`config.mk`:
```
export PLATFORM = sky130hd
export DESIGN_NAME = muldiv_unit
export DESIGN_NICKNAME = d
export VERILOG_FILES = /design/src/rtl/muldiv_unit_pkg.sv /design/src/rtl/muldiv_unit.sv
export SDC_FILE = /design/constraint.sdc
export NUM_CORES = 1
export LEC_CHECK = 0
export BUFFER_PORTS_ARGS = -buffer_cell sky130_fd_sc_hd__buf_2
export CORE_MARGIN = 2
export CORE_UTILIZATION = 54
export DETAILED_ROUTE_END_ITERATION = 6
export PLACE_DENSITY = 0.88
export RECOVER_POWER = 25
export SLEW_MARGIN = 20
export SYNTH_ARGS = -nofsm -noshare
export SYNTH_HDL_FRONTEND = slang
export SYNTH_SLANG_ARGS = --single-unit
```
`constraint.sdc`:
```
create_clock -name clk -period 4.7 [get_ports clk]
set_input_delay 0.94 -clock clk [delete_from_list [all_inputs] [get_ports clk]]
set_output_delay 0.94 -clock clk [all_outputs]
set_load 0.005 [all_outputs]
```
`src/rtl/muldiv_unit_pkg.sv`:
```
// Shared definitions for the iterative multiply/divide unit: word size,
// op encodings, FSM state encodings and the final result selection.
package muldiv_unit_pkg;

   localparam int unsigned WORD_SIZE = 32;
   localparam int unsigned CNT_W     = $clog2(WORD_SIZE) + 1;
   localparam int unsigned ACC_W     = 2 * WORD_SIZE;

   localparam logic [1:0] MD_MUL   = 2'b00;
   localparam logic [1:0] MD_MULHU = 2'b01;
   localparam logic [1:0] MD_DIVU  = 2'b10;
   localparam logic [1:0] MD_REMU  = 2'b11;

   localparam logic [1:0] IDLE = 2'd0;
   localparam logic [1:0] CALC = 2'd1;
   localparam logic [1:0] RES  = 2'd2;

   // Low half holds MUL low word / quotient, high half holds MULHU word / remainder
   function automatic logic [WORD_SIZE-1:0] md_select(input logic [1:0]       op,
                                                      input logic [ACC_W-1:0] acc);
      md_select = op[0] ? acc[ACC_W-1:WORD_SIZE] : acc[WORD_SIZE-1:0];
   endfunction

endpackage

```
`src/rtl/muldiv_unit.sv`:
```
// Iterative unsigned MUL/MULHU/DIVU/REMU, one bit per cycle, with a
// one-cycle registered write-back into the register file.
module muldiv_unit
   import muldiv_unit_pkg::*;
(
   input  logic                 clk,
   input  logic                 rst,
   input  logic                 start,
   input  logic [1:0]           op,
   input  logic [WORD_SIZE-1:0] rs1_val,
   input  logic [WORD_SIZE-1:0] rs2_val,
   input  logic [4:0]           rd,
   output logic                 busy,
   output logic                 wb_we,
   output logic [4:0]           wb_addr,
   output logic [WORD_SIZE-1:0] wb_data
);

   logic [1:0]           r_state;
   logic [1:0]           r_op;
   logic [WORD_SIZE-1:0] r_b;
   logic [4:0]           r_rd;
   logic [ACC_W-1:0]     r_acc;
   logic [CNT_W-1:0]     r_cnt;
   logic                 r_busy;
   logic                 r_we;
   logic [4:0]           r_addr;
   logic [WORD_SIZE-1:0] r_data;

   logic [1:0]           w_state_nxt;
   logic [1:0]           w_op_nxt;
   logic [WORD_SIZE-1:0] w_b_nxt;
   logic [4:0]           w_rd_nxt;
   logic [ACC_W-1:0]     w_acc_nxt;
   logic [CNT_W-1:0]     w_cnt_nxt;
   logic                 w_busy_nxt;
   logic                 w_we_nxt;
   logic [4:0]           w_addr_nxt;
   logic [WORD_SIZE-1:0] w_data_nxt;

   logic [WORD_SIZE-1:0] w_addend;
   logic [WORD_SIZE:0]   w_mul_sum;
   logic [WORD_SIZE:0]   w_div_shift;
   logic                 w_div_ge;
   logic [WORD_SIZE-1:0] w_div_diff;
   logic [ACC_W-1:0]     w_step;

   // Shared iteration step: shift-add for multiply, restoring subtract for divide
   always_comb begin
      w_addend    = r_acc[0] ? r_b : '0;
      w_mul_sum   = {1'b0, r_acc[ACC_W-1:WORD_SIZE]} + {1'b0, w_addend};
      w_div_shift = {r_acc[ACC_W-1:WORD_SIZE], r_acc[WORD_SIZE-1]};
      w_div_ge    = (w_div_shift >= {1'b0, r_b});
      w_div_diff  = WORD_SIZE'(w_div_shift - {1'b0, r_b});
      if (r_op[1]) begin
         w_step = {(w_div_ge ? w_div_diff : w_div_shift[WORD_SIZE-1:0]),
                   r_acc[WORD_SIZE-2:0], w_div_ge};
      end else begin
         w_step = {w_mul_sum, r_acc[WORD_SIZE-1:1]};
      end
   end

   always_comb begin
      w_state_nxt = r_state;
      w_op_nxt    = r_op;
      w_b_nxt     = r_b;
      w_rd_nxt    = r_rd;
      w_acc_nxt   = r_acc;
      w_cnt_nxt   = r_cnt;
      w_busy_nxt  = r_busy;
      w_we_nxt    = 1'b0;
      w_addr_nxt  = r_addr;
      w_data_nxt  = r_data;
      case (r_state)
         IDLE: begin
            if (start) begin
               w_op_nxt    = op;
               w_b_nxt     = rs2_val;
               w_rd_nxt    = rd;
               w_acc_nxt   = {WORD_SIZE'(0), rs1_val};
               w_cnt_nxt   = '0;
               w_busy_nxt  = 1'b1;
               w_state_nxt = CALC;
            end
         end
         CALC: begin
            // Counter reaching WORD_SIZE means every iteration is done
            if (r_cnt == CNT_W'(WORD_SIZE)) begin
               w_addr_nxt  = r_rd;
               w_data_nxt  = md_select(r_op, r_acc);
               w_we_nxt    = (r_rd != 5'd0);
               w_state_nxt = RES;
            end else begin
               w_acc_nxt = w_step;
               w_cnt_nxt = r_cnt + CNT_W'(1);
            end
         end
         RES: begin
            w_busy_nxt  = 1'b0;
            w_state_nxt = IDLE;
         end
         default: begin
            w_busy_nxt  = 1'b0;
            w_state_nxt = IDLE;
         end
      endcase
   end

   always_ff @(posedge clk or posedge rst) begin
      if (rst) begin
         r_state <= IDLE;
      end else begin
         r_state <= w_state_nxt;
      end
   end

   always_ff @(posedge clk or posedge rst) begin
      if (rst) begin
         r_op   <= '0;
         r_b    <= '0;
         r_rd   <= '0;
         r_acc  <= '0;
         r_cnt  <= '0;
         r_busy <= 1'b0;
         r_we   <= 1'b0;
         r_addr <= '0;
         r_data <= '0;
      end else begin
         r_op   <= w_op_nxt;
         r_b    <= w_b_nxt;
         r_rd   <= w_rd_nxt;
         r_acc  <= w_acc_nxt;
         r_cnt  <= w_cnt_nxt;
         r_busy <= w_busy_nxt;
         r_we   <= w_we_nxt;
         r_addr <= w_addr_nxt;
         r_data <= w_data_nxt;
      end
   end

   assign busy    = r_busy;
   assign wb_we   = r_we;
   assign wb_addr = r_addr;
   assign wb_data = r_data;

endmodule

```
Word level (Yosys, flattened, before mapping)
Index checks and enable logic that the tools add are counted.
- register bits after elaboration: 150
- input port bits: 74
- bitwise gates (word level): 1
- reductions and logical operators: 8
- add/sub/neg operators: 3
- equal/unequal tests: 5
- multiplexer cells: 17
- $lt $le $gt $ge: 1
- operators with widths (kind ; count):
    $mux W64 ; 3
    $pmux W64 S2 ; 1
    $mux W32 ; 3
    $add A32 B32 Y33 ; 1
    $ge A33 B32 Y1 ; 1
    $sub A32 B32 Y32 ; 1
    $mux W6 ; 2
    $pmux W6 S2 ; 1
    $reduce_and A2 Y1 ; 4
    $add A6 B1 Y6 const B ; 1
    $eq A6 B6 Y1 const B ; 1
    $ne A2 B2 Y1 const B ; 3
    $reduce_bool A5 Y1 ; 1
    $mux W2 ; 2
    $pmux W2 S2 ; 1
    $mux W1 ; 3
    $reduce_and A3 Y1 ; 1
    $eq A2 B1 Y1 const B ; 1
    $logic_not A2 Y1 ; 1
    $pmux W1 S2 ; 1
    $reduce_bool A2 Y1 ; 1
    $not A1 Y1 ; 1

Longest topological paths before layout
Gate-level depths: netlist (run 1).
- word-level depth: 5
- depth in mapped cells: 14
- depth with buffers taken out: 13

Worst setup path before layout (run 1)
Ideal clock, no wire load.
- path type: reg2reg
- from: reg r_acc[0]
- to: reg r_acc[57]
- setup time: 0.131 ns
- buffers on the path: 1
- setup slack: 1.645 ns
- clock period less this slack: 3.055 ns
- cell stages (with the launch flop): 15
- arrival: 2.923 ns
- cell sequence: dfrtp_1 > clkbuf_1 > and2_1 > ha_1 > inv_1 > fa_1 > nand2b_1 > a21oi_1 > o21ai_0 > o21ai_1 > a31o_2 > a41oi_1 > xnor2_1 > a222oi_1 > nand2_1
- cells in the longest elaborated chain, start to end: 5
- RTL lines (element ; line ; text):
    start: declaration ; muldiv_unit.sv:23 ; logic [ACC_W-1:0] r_acc;
    start signal: assignment ; muldiv_unit.sv:132 ; r_acc <= w_acc_nxt;
    $mux W32 ; muldiv_unit.sv:50 ; w_addend = r_acc[0] ? r_b : '0;
    $add A32 B32 Y33 ; muldiv_unit.sv:51 ; w_mul_sum = {1'b0, r_acc[ACC_W-1:WORD_SIZE]} + {1'b0, w_addend};
    $mux W64 ; muldiv_unit.sv:55 ; if (r_op[1]) begin
    $mux W64 ; muldiv_unit.sv:88 ; if (r_cnt == CNT_W'(WORD_SIZE)) begin
    $pmux W64 S2 ; muldiv_unit.sv:74 ; case (r_state)
Every way passes these cells. The select of a mux whose other input is x is not followed.
A chain may end at the register's enable or synchronous reset.

Worst setup path after layout (run 1)
- from: in start
- to: reg r_b[31]
- cells in the longest elaborated chain, start to end: 1
- RTL lines (element ; line ; text):
    start: declaration ; muldiv_unit.sv:8 ; input logic start,
    $reduce_and A2 Y1 (no source line) ; - ;
    end signal: assignment ; muldiv_unit.sv:130 ; r_b <= w_b_nxt;
    end: declaration ; muldiv_unit.sv:21 ; logic [WORD_SIZE-1:0] r_b;
Every way passes these cells.

==> impl_metrics.json, run 1 <==
{
  "status": "finished with violations",
  "violations": "capacitance limit, slew limit",
  "yosysSeqAreaShare": 0.354,
  "area_growth_pct": 12.6,
  "worstPathMaxFanout": 75,
  "async_flop_share": 1.00,
  "design_area_um2": 11900,
  "syn_inst": 1256,
  "use_met3": 0.0685,
  "vias_per_cell": 6.13,
  "cpMostUsedCell": "clkbuf_1",
  "dpl.hpwl_mm": 22.1,
  "cts_buffers": 17,
  "drc_errors": 0,
  "use_met2": 0.455,
  "synth_top_area_cell": "dfrtp_1",
  "critical_path.max_stage_delay_ns": 2.12,
  "layout-drive-gt1-share": 0.134,
  "max_freq_ghz": 0.252,
  "clock-skew-final_ns": 0.00787,
  "dpl_cell_area_um2": 11400,
  "path_class": "input port to flop",
  "clock_latency_ns": 0.43,
  "diodes": 0,
  "synth-main-ff-cell": "dfrtp_1",
  "layout_commonest_cell": "nand2_1",
  "cts-root-buf": "clkbuf_16",
  "final_cells": 1613,
  "wirelength_mm": 31.0,
  "mostFrequentLayoutCells": "nand2_1 (156), dfrtp_1 (149), a21oi_1 (139), o21ai_0 (111), buf_2 (111)",
  "synthSimpleGateAreaFrac": 0.166,
  "antenna_found_initial": 0,
  "finalHoldViolCount": 0,
  "tightest_slew_ns": 2.97,
  "crit_path_start_kind": "input port",
  "grt_util_met1": 0.432,
  "synth.area.mux_share": 0.0867,
  "overflow": 0,
  "start_util": 0.547,
  "path_cells": "clkbuf_1, and2_0, clkbuf_1, nand2_1, o21ai_0",
  "synth_xor_area_frac": 0.0437,
  "tns_ns": 0,
  "synth_edf_count": 0,
  "io_pins": 113,
  "grt_usage": 0.302,
  "grt_busiest_layer": "met2",
  "die_w_um": 144,
  "num-nets-final": 1477,
  "cts_max_level": 4,
  "holdWs_ns": 0.502,
  "die_h_um": 144,
  "grt_max_degree": 88,
  "post_cts_resized": 0,
  "drt_iter0_markers": 913,
  "slowest_stage": "clkbuf_1",
  "first_pass_iters": 5,
  "synth_nets": 1398,
  "gp_congestion": 0.996,
  "postSynthAreaPerCell_um2": 8.45,
  "synth-compound-area-share": 0.224,
  "postCtsHoldBufs": 0,
  "syn_area_um2": 10600,
  "portBuffers": 112,
  "synth_top_family_by_area": "compound AO/OA/AOI/OAI gates",
  "yosys_warnings": 0,
  "fin_crit_sh": 0.844,
  "die_area_um2": 20800,
  "dr_total_vias": 9895,
  "wl_per_cell_um": 19.2,
  "drtAntennaViolNets": 0,
  "ys_top_cells_by_area": "dfrtp_1 (35%), mux2i_1 (7.9%), ha_1 (7.8%)",
  "ys_ff_latch": 150,
  "synth.distinct_cells": 68,
  "clk_pin_slew_ns": 0.07,
  "rows": 51,
  "cp.arrival_ns": 4.28,
  "post-cts-setup-buffer-count": 0,
  "maxCapViolCount": 3,
  "core-area_um2": 19400,
  "place_inst": 1581,
  "grt_pass1_vias": 9296,
  "synth_top_area_share": 0.354,
  "cts_tree": "yes",
  "hp-class": "flop to flop",
  "setup_violations": 0,
  "maxSlewHeadroom": -0.978,
  "cts.sinks": 150,
  "clockBufferDepth": 2,
  "drv_slew": 201,
  "critPathRequiredTime_ns": 5.01,
  "endpoint_kind": "flop",
  "rsz0062_at_grt": "false",
  "synthAdderAreaFrac": 0.0816,
  "grt_pass1_wl_mm": 48.9,
  "fin_crit_ns": 3.97
}
## worst paths after layout
path	start	depth (start not counted)	end	slack, ns
setup / recovery	start	5	r_b[31]	0.73
hold / removal	r_rd[2]	2	r_rd[2]	0.50
setup reg to reg	r_state[0]	5	r_b[31]	0.74
hold reg to reg	r_rd[2]	2	r_rd[2]	0.50
max in group asynchronous	rst	3	r_acc[55]	1.09
min in group asynchronous	rst	2	wb_addr[2]	0.99
## synth_stat cells, types with 8 or more instances
cell type / count
dfrtp_1: 150
mux2i_1: 84
o21bai_1: 10
buf_1: 8
nand4_1: 14
xnor2_1: 31
o31ai_1: 8
and2_1: 36
nor3_1: 14
xor2_1: 22
nand3_1: 15
ha_1: 66
clkbuf_1: 47
nor2_1: 110
nand2_1: 156
o21ai_0: 111
nor2b_1: 9
a21oi_1: 139
a21o_1: 35
inv_1: 53
## stage by stage
step	setup WS (ns)	utilization
2_1_floorplan	1.65	-
3_3_place_gp	1.19	0.586
3_5_place_dp	1.11	0.586
4_1_cts	1.05	0.617
5_1_grt	0.414	0.616
6_report	0.734	0.616
## metal layers
metal,routed length [um],up-vias
met2,13400,543
li1,-,4622
met4,714,0
met1,13500,4683
met5,0,-
met3,3350,47
## area by class of cell
type,instances,area [um2]
sequential,150,3750
fill,1650,7450
inverter,53,200
timing repair buffer,123,648
clock inverter,15,186
multi-input combinational,990,6400
tap,265,332
clock buffer,17,425
## registers in the layout, indices dropped and copies added (netlist names)
signal,cells
wb_data,32
r_acc,64
wb_addr,5
r_rd,5
r_b,32
busy,1
wb_we,1
r_op,2
r_state,2
r_cnt,6
## cells by family (layout without fill, tap and decap cells)
family,Yosys count,count (layout)
flip-flops,150,150
XOR/XNOR,53,53
buffers and inverters,116,208
multiplexers,91,91
AND/OR/NAND/NOR,389,389
AO/OA/AOI/OAI,389,389
adder cells (fa/ha/maj),68,68
## worst max-delay path, delay by kind of cell
| family | cells | cell delay, ns |
|---|---|---|
| AOI/OAI and AO/OA | 1 | 0.23 |
| buffers and inverters | 2 | 2.25 |
| and+or+nand+nor | 2 | 0.84 |
Power of run 1 is not shown: default switching activity piles up to over one toggle a cycle in this logic, so the estimate is an artifact.
==> run 2, diff against run 1 <==
ABC_AREA = 1   (was not set)
CORE_UTILIZATION = 55   (was 54)
PLACE_DENSITY = 0.89   (was 0.88)
clock period = 3.4 ns   (was 4.7 ns; I/O delays follow)
==> run 2 against run 1 <==
  * The run still ends with capacitance limit, slew limit left
  * Hold slack worse by 0.32 ns
  * First-iteration DRC count is 81% higher
  * Clock skew is 0.0080 ns higher
  * Area after synthesis is 15% higher
  * Sequential share of layout area is 3.9 points lower
  * Die area is 13% higher
  * Non-clock buffer count is 12 higher
  * Highest routed layer unchanged
  * Cell area is 14% higher
  * Core utilization is 0.98 points higher
  * Clock-buffer cell count stayed put
  * Via count is 35% higher
==> impl_metrics.json, run 2 <==
{
  "drt_iter0_markers": 1650,
  "synth-main-ff-cell": "dfrtp_1",
  "post_cts_resized": 0,
  "layout-drive-gt1-share": 0.0983,
  "yosysSeqAreaShare": 0.307,
  "portBuffers": 112,
  "syn_inst": 1973,
  "post-cts-setup-buffer-count": 0,
  "clock_latency_ns": 0.45,
  "setup_violations": 0,
  "fin_crit_sh": 0.947,
  "crit_family": "simple AND/OR/NAND/NOR gates",
  "overflow": 0,
  "die_area_um2": 23400,
  "area_growth_pct": 11.8,
  "cts_tree": "yes",
  "cts_max_level": 4,
  "rows": 54,
  "yosys_warnings": 0,
  "syn_area_um2": 12200,
  "synth_top_area_share": 0.307,
  "mostFrequentLayoutCells": "nand2_1 (683), inv_1 (336), o21ai_0 (166), dfrtp_1 (149), nor2_1 (131)",
  "first_pass_iters": 6,
  "core-area_um2": 21800,
  "io_pins": 113,
  "drc_errors": 0,
  "cts_buffers": 17,
  "synth_top_area_cell": "dfrtp_1",
  "finalHoldViolCount": 0,
  "gp_congestion": 1.07,
  "ys_top_cells_by_area": "dfrtp_1 (31%), nand2_1 (21%), inv_1 (10%)",
  "layout_commonest_cell": "nand2_1",
  "cp.arrival_ns": 3.53,
  "synth_edf_count": 0,
  "grt_pass1_vias": 12500,
  "dr_total_vias": 13300,
  "maxCapViolCount": 2,
  "drtAntennaViolNets": 0,
  "endpoint_kind": "flop",
  "largest_register_ffs": 64,
  "cts-root-buf": "clkbuf_16",
  "critPathRequiredTime_ns": 3.71,
  "grt_pass1_wl_mm": 67.8,
  "grt_max_degree": 66,
  "top_register": "r_acc",
  "rsz0062_at_grt": "false",
  "critPathBufInv": 1,
  "vias_per_cell": 5.66,
  "postCtsHoldBufs": 0,
  "worstPathMaxFanout": 21,
  "drv_slew": 98,
  "die_h_um": 153,
  "path_cells": "ha_1, nand2_2, inv_1, nand2_1, nand2_1, nand2_1, nand3_2, nand2_1, nand2_2, nand2_2, nand2_2, nor2_2, nand2_1, nand3_1, o21ai_0",
  "setup_ws_ns": 0.180,
  "die_w_um": 153,
  "ys_ff_latch": 150,
  "postSynthAreaPerCell_um2": 6.19,
  "synth_nets": 2115,
  "async_flop_share": 1.00,
  "cts.sinks": 150,
  "cpMostUsedCell": "nand2_1",
  "path_class": "flop to flop",
  "synth.distinct_cells": 38,
  "dpl.hpwl_mm": 33.9,
  "hp-class": "input port to async pin",
  "synth_most_common_cell": "nand2_1",
  "fin_crit_ns": 3.22,
  "start_util": 0.559,
  "diodes": 0,
  "crit_path_start_kind": "flop",
  "wirelength_mm": 43.4,
  "slowest_stage": "nor2_2",
  "tns_ns": 0,
  "violations": "capacitance limit, slew limit",
  "clk_pin_slew_ns": 0.09,
  "dp_slack_ns": 0.365,
  "max_freq_ghz": 0.311,
  "clockBufferDepth": 2,
  "tightest_slew_ns": 1.97,
  "grt_usage": 0.370,
  "maxSlewHeadroom": -0.315,
  "status": "finished with violations",
  "antenna_found_initial": 0,
  "clock-skew-final_ns": 0.0158,
  "wl_per_cell_um": 18.4,
  "critical_path.max_stage_delay_ns": 0.75,
  "num-nets-final": 2205,
  "synth_commonest_cells": "nand2_1 (683), inv_1 (340), o21ai_0 (166)"
}
run 2: layout make-up:
cell class / instances / area, um2
Fill cell: 2121 / 8170
Multi-Input combinational cell: 1415 / 6900
Sequential cell: 150 / 3750
Inverter: 344 / 1290
Timing Repair Buffer: 135 / 739
Clock buffer: 17 / 425
Tap cell: 280 / 350
Clock inverter: 15 / 194
run 2: per-stage QoR:
| step | hold slack, ns | instances | cell area, um2 | util |
|---|---|---|---|---|
| floorplan | 0.435 | 1973 | 12200 | - |
| global placement | 0.454 | 2324 | 13100 | 0.598 |
| detailed placement | 0.456 | 2324 | 13100 | 0.598 |
| CTS | 0.146 | 2356 | 13700 | 0.627 |
| global route | 0.206 | 2356 | 13700 | 0.626 |
| finish | 0.180 | 2356 | 13700 | 0.626 |
run 2: cell families after synthesis:
| kind of cell | share of synthesized area |
|---|---|
| buf+inv | 0.127 |
| simple gates | 0.340 |
| flops | 0.307 |
| fa+ha+maj | 0.0709 |
| compound gates | 0.137 |
| xor+xnor | 0.0179 |
run 2: path summary, 6_finish.rpt:
check                              to  depth (start not counted)  slack, ns  startpoint
max                         r_acc[47]                         15       0.18   r_acc[34]
min                        wb_data[0]                          2       0.18         rst
max reg2reg                 r_acc[47]                         15       0.18   r_acc[34]
min reg2reg                  r_cnt[5]                          1       0.47    r_cnt[5]
max in group asynchronous     r_b[18]                          3       1.06         rst
min in group clk              r_rd[2]                          3       0.42       rd[2]
run 2: routing by layer:
layer / part of all wire / wire, um / up-vias / GRT usage
met4: 0.054 / 2360 / 0 / 0.182
li1: - / - / 6383 / -
met3: 0.091 / 3960 / 149 / 0.0646
met2: 0.44 / 19200 / 698 / 0.580
met5: 0 / 0 / - / 0
met1: 0.41 / 17900 / 6110 / 0.496
Power of run 2 is left out for the same reason.
==> run 3, diff against run 2 <==
SETUP_SLACK_MARGIN = 0.2   (was not set)
==> run 3 against run 2 <==
  * The run ends with DRC, capacitance limit, slew limit left
  * Sequential share of layout area hardly changed
  * Flip-flop and latch count did not move
  * Die area did not move
  * Non-clock buffer count unchanged
  * Core utilization barely moved
  * Via count fell by 0.25%
  * Global-route usage is the same
==> impl_metrics.json, run 3 (synthesized netlist as in run 2, its figures left out) <==
{
  "status": "finished with violations",
  "violations": "DRC, capacitance limit, slew limit",
  "finish.utilization": 0.626,
  "reg2reg_depth": 13,
  "vias_per_cell": 5.65,
  "dpl.hpwl_mm": 33.9,
  "cp.arrival_ns": 3.26,
  "r2r_end": "r_acc[34]",
  "clock_latency_ns": 0.45,
  "antenna_found_initial": 0,
  "cts.sinks": 150,
  "hp-class": "input port to async pin",
  "maxSlewHeadroom": -0.352,
  "rsz0062_at_grt": "false",
  "critical_path.max_stage_delay_ns": 0.51,
  "layout_commonest_cell": "nand2_1",
  "path_class": "flop to flop",
  "post-cts-setup-buffer-count": 0,
  "ff2ff_setup_slack_ns": 0.47,
  "drtAntennaViolNets": 0,
  "grt_util_met1": 0.496,
  "postCtsHoldBufs": 0,
  "clock-skew-final_ns": 0.0152,
  "num-nets-final": 2205,
  "use_met3": 0.0646,
  "clockBufferDepth": 2,
  "drv_slew": 98,
  "slowest_stage": "ha_1",
  "cts-root-buf": "clkbuf_16",
  "dr_total_vias": 13300,
  "grt_usage": 0.370,
  "setup_violations": 0,
  "path_cells": "ha_1, nand2_2, nor2_2, nand3_1, nand3_2, nand2_1, nand2_2, nand2_2, nand2_2, buf_4, nand2_1, a21oi_1, o21ai_0",
  "die_w_um": 153,
  "drt_iter0_markers": 1550,
  "area_growth_pct": 11.9,
  "critPathBufInv": 1,
  "finalHoldViolCount": 0,
  "grt_max_degree": 66,
  "tns_ns": 0,
  "mostFrequentLayoutCells": "nand2_1 (683), inv_1 (336), o21ai_0 (166), dfrtp_1 (149), nor2_1 (131)",
  "wirelength_mm": 43.4,
  "crit_family": "simple AND/OR/NAND/NOR gates",
  "diodes": 0,
  "worstPathMaxFanout": 12,
  "critPathRequiredTime_ns": 3.73,
  "clk_pin_slew_ns": 0.09,
  "endpoint_kind": "flop",
  "die_area_um2": 23400,
  "gp_congestion": 1.07,
  "start_util": 0.559,
  "cts_max_level": 4,
  "design_area_um2": 13700,
  "cts_tree": "yes",
  "largest_register_ffs": 64,
  "io_pins": 113,
  "fin_crit_sh": 0.862,
  "layout-drive-gt1-share": 0.0983,
  "rows": 54,
  "grt_pass1_wl_mm": 67.8,
  "grt_pass1_vias": 12500,
  "wl_per_cell_um": 18.4,
  "crit_path_start_kind": "flop",
  "post_cts_resized": 0,
  "fin_crit_ns": 2.93,
  "maxCapViolCount": 2,
  "overflow": 0,
  "portBuffers": 112,
  "core-area_um2": 21800,
  "top_register": "r_acc",
  "cpMostUsedCell": "nand2_2",
  "die_h_um": 153,
  "dpl_cell_area_um2": 13100,
  "tightest_slew_ns": 2.03,
  "max_freq_ghz": 0.341,
  "r2r-start": "r_acc[34]",
  "drc_errors": 3,
  "use_met2": 0.580,
  "first_pass_iters": 7,
  "cts_buffers": 17,
  "grt_busiest_layer": "met2"
}
[run 3: cell types whose count changed in the layout (fill, tap and decap cells not counted)]
cell,change
nor2_4,+1
nor2_2,-1
[run 3: through the flow]
step | setup slack [ns] | cells | hold slack (ns)
final | 0.468 | 2356 | 0.176
after global routing | 0.224 | 2356 | 0.206
after CTS | 0.323 | 2356 | 0.146
after detailed placement | 0.365 | 2324 | 0.456
after global placement | 0.387 | 2324 | 0.454
after floorplan | 0.831 | 1973 | 0.435
[run 3: worst reg2reg max path, cell delays in order, from the launching register on]
cell and delay (ns):
dfrtp_1 0.45, ha_1 0.51, nand2_2 0.13, nor2_2 0.14
nand3_1 0.10, nand3_2 0.14, nand2_1 0.08, nand2_2 0.09
nand2_2 0.22, nand2_2 0.18, buf_4 0.26, nand2_1 0.17
a21oi_1 0.21, o21ai_0 0.12
[run 3: layout make-up]
| class | count | area [um2] |
|---|---|---|
| Clock buffer | 17 | 425 |
| Timing Repair Buffer | 135 | 739 |
| Clock inverter | 15 | 194 |
| Tap cell | 280 | 350 |
| Fill cell | 2120 | 8160 |
| Sequential cell | 150 | 3750 |
| Inverter | 344 | 1290 |
| Multi-Input combinational cell | 1415 | 6900 |
[run 3: worst max-delay path by stage]
stage	start	to	slack, ns	cells after the start
detailed placement	r_acc[34]	r_acc[41]	0.36	15
global route	r_acc[0]	r_acc[63]	0.22	17
CTS	r_acc[34]	r_acc[41]	0.32	15
finish	r_acc[34]	r_acc[34]	0.47	13
global placement	r_b[24]	r_acc[43]	0.39	14
floorplan	rst	busy	0.83	1
[run 3: metal layers]
| layer | routed length [um] | vias up |
|---|---|---|
| met2 | 19200 | 710 |
| met4 | 2310 | 0 |
| met5 | 0 | - |
| met3 | 4100 | 141 |
| met1 | 17800 | 6080 |
| li1 | - | 6376 |
Power of run 3 is left out for the same reason.
